[config.mk]
export PLATFORM = sky130hd
export DESIGN_NAME = fetch_buf
export DESIGN_NICKNAME = d
export VERILOG_FILES = /design/src/rtl/core_pkg.sv /design/src/rtl/fetch_ctrl_buf.sv
export SDC_FILE = /design/constraint.sdc
export NUM_CORES = 1
export LEC_CHECK = 0
export ABC_CLOCK_PERIOD_IN_PS = 1250
export BUFFER_PORTS_ARGS = -buffer_cell sky130_fd_sc_hd__buf_2
export CAP_MARGIN = 20
export CORE_UTILIZATION = 49
export CTS_CLUSTER_SIZE = 14
export DETAILED_ROUTE_END_ITERATION = 8
export PLACE_DENSITY = 0.86
export RECOVER_POWER = 25
export SYNTH_ARGS = -nofsm -noshare
export SYNTH_HDL_FRONTEND = slang
export SYNTH_SLANG_ARGS = --single-unit
export TNS_END_PERCENT = 50
[constraint.sdc]
create_clock -name clk -period 1.25 [get_ports clk]
set_input_delay 0.25 -clock clk [delete_from_list [all_inputs] [get_ports clk]]
set_output_delay 0.25 -clock clk [all_outputs]
set_load 0.01 [all_outputs]
[src/rtl/core_pkg.sv]
// Shared fetch-path definitions: data width, fetch FSM state encoding and PC reset value.
package core_pkg;

   localparam int XLEN = 32;

   localparam logic [XLEN-1:0] RESET_PC = 32'h0000_0000;

   typedef enum logic [2:0] {
      ST_IDLE  = 3'd0,
      ST_BOOT  = 3'd1,
      ST_FETCH = 3'd2,
      ST_WAIT  = 3'd3,
      ST_HALT  = 3'd4
   } fetch_state_e;

endpackage

[src/rtl/fetch_ctrl_buf.sv]
// Single-entry valid/ready buffer holding one fetched instruction and its PC for decode.
module fetch_buf
   import core_pkg::*;
(
   input  logic            clk,
   input  logic            rst_n,
   input  logic            clr,
   input  logic            wr_en,
   input  logic [XLEN-1:0] wr_instr,
   input  logic [XLEN-1:0] wr_pc,
   input  logic            rd_ready,
   output logic            valid,
   output logic [XLEN-1:0] instr,
   output logic [XLEN-1:0] pc
);

   // Clear beats write; write beats consume so a same-cycle refill keeps valid high.
   always_ff @(posedge clk or negedge rst_n) begin
      if (!rst_n) begin
         valid <= 1'b0;
         instr <= {XLEN{1'b0}};
         pc    <= {XLEN{1'b0}};
      end else if (clr) begin
         valid <= 1'b0;
      end else if (wr_en) begin
         valid <= 1'b1;
         instr <= wr_instr;
         pc    <= wr_pc;
      end else if (valid && rd_ready) begin
         valid <= 1'b0;
      end
   end

endmodule

==> metrics.yaml <==
layout:
  utilization_pct: 70.3
  drive_gt1_share_pct: 72.3
  diodes: 0
  area_delta_synth_final_pct: 34.2
  nets: 361
  final_common_cell: "buf_2"
  final_cell_mix: "buf_2, dfrtp_1, mux2_4"
global_route:
  grt_usage_pct: 20.6
  grt_pass1_vias: 1782
  grt_overflow_total: 0
  grt_max_degree: 38
  antenna_found_initial: 0
  grt_pass1_wl_mm: 8.98
detailed_routing:
  drc: 0
  wl_met1_mm: 2.29
  drt-total-wl_mm: 5.63
  ant_nets: 0
  wl_met2_mm: 2.93
  routed-wl-met3_um: 295
  dr.first_iter.drc_count: 41
  highest_layer: "met4"
  first_pass_iters: 4
  drt-wirelength-per-cell_um: 15.4
  vias_per_cell: 4.65
  num_vias: 1702
cts:
  clkTransAtPathRegs_ps: 60
  cts_tree: "yes"
  clk_latency_ps: 310
  cts_resized: 0
  h-tree-depth: 3
  clock_path_buffers: 2
  cts-root-buf: "clkbuf_8"
  cts.sinks: 65
  cts_buffers: 9
status:
  outcome: "completed"
placement:
  dp_slack_ps: -12.0
  dpl.hpwl_mm: 4.27
  port_buffers: 133
  place_congestion: 0.774
sta:
  relSlewSlack_pct: 70.1
  final_max_slew_viol_count: 0
  whs_ps: 97.7
  setup_viol: 0
  max_freq_mhz: 846
  tightest_slew_ps: 449
  finalHoldViolations: 0
  post-route-period-util_pct: 94.6
  layout_setup_ws_ps: 67.9
  fin_skew_ps: 0
  fin_crit_ps: 1180
  rsz0062_at_grt: "false"
synthesis:
  synthCells: 140
  synth_cell_types: 8
  syn-num-nets: 209
  yosysTopAreaCellShare_pct: 59.3
  yosysTopAreaCell: "dfrtp_1"
  synth_area_um2: 2740
  syn_area_per_cell_um2: 19.6
  synth-seq-cells: 65
  ys_seq_area_share_pct: 59.3
  synth_warnings: 0
  synth.area.top_cells: "dfrtp_1, mux2_4, buf_12"
power:
  peakVddDrop_mv: 0.841
  power_leakage_uw: 0.00192
  cellPowerDensity_nw_per_um2: 1490
hold_path:
  hp-start: "clr"
  hold_depth: 2
  min_to: "valid"
  hp-class: "in -> reg"
die:
  fp.dieArea_um2: 5900
  coreArea_um2: 5240
  io_pins: 134
  initial_core_util_pct: 52.3
  rows: 26
  die_y_um: 76.8
  die_w_um: 76.8
critical_path:
  cp.arrival_ps: 1380
  rrSetupSlack_ps: 430
  rr_worst_depth: 1
  crit_chain: "buf_2 -> nor2b_1 -> clkbuf_2 -> buf_4 -> mux2_1"
  slowest_delay_ps: 330
  cp-end-kind: "flop"
  crit_fanout: 9
  worstSetupPathType: "in -> reg"
  path_delay_family: "buffers and inverters"
  r2r-end: "pc[15]"
  r2r-start: "pc[15]"
  cp-start-kind: "input pin"
  critical_path_buf_inv_count: 3
  cp_slowest_cell: "clkbuf_2"
  cp_data_required_time_ps: 1450
run:
  maxCapViolations: 0
## where the power goes
part           leakage, uW  internal (uW)  total [uW]  switching [uW]
clock             0.000101            981        1690             711
sequential        0.000764           2410        2580             166
combinational      0.00105            710        1210             503
total              0.00192           4100        5490            1380
## registers in the layout, summed over array words and instances, names as in the netlist
signal / cells
instr: 32
pc: 32
valid: 1
## layer usage
layer	vias up	GRT usage [%]
met5	-	0
met4	0	10.6
met3	9	4.52
met2	85	34.4
met1	818	25.1
li1	790	-
## kinds of logic after synthesis
kind of cell	Yosys count	share of synthesized area [%]
AOI/OAI and AO/OA	1	0.182
buffers and inverters	8	5.25
DFF	65	59.3
muxes	64	34.5
and+or+nand+nor	2	0.730
## worst max-delay path by stage
| stage | start | endpoint | slack [ps] | cells past startpoint |
|---|---|---|---|---|
| finish | wr_en | instr[17] | 70 | 5 |
| global route | wr_en | instr[17] | 50 | 5 |
| CTS | instr[21] | instr[21] | 100 | 1 |
| detailed placement | clr | pc[28] | -10 | 5 |
| global placement | clr | pc[17] | 10 | 5 |
| floorplan | wr_en | instr[0] | 160 | 4 |
## layout make-up
type / count / area, um^2
clock buffers: 14 / 193
flip-flops and latches: 65 / 1630
fillers: 386 / 1560
clock inverters: 1 / 7.51
inverters: 1 / 3.75
repair buffers: 148 / 828
well taps: 70 / 87.6
multi-input cells: 67 / 933
## through the flow
step                setup TNS (ps)  power [uW]  instance area [um^2]  instances
global placement                 0        3840                  3530        350
global route                     0        5740                  3680        366
detailed placement            -130        3880                  3530        350
floorplan                        0        3320                  2740        140
CTS                              0        5600                  3740        366
finish                           0        5490                  3680        366
## timing repair
action                    4_1_cts  5_1_grt
setup buffers                   0        0
hold buffers                    1        0
hold endpoints to repair       65        0
## cells in the mapped netlist, drive strengths merged
library cell	n
dfrtp	65
mux2	64
buf	7
a21oi	1
inv	1
nand2b	1
nor2b	1
No activity file was read; power rests on OpenSTA's default activity.
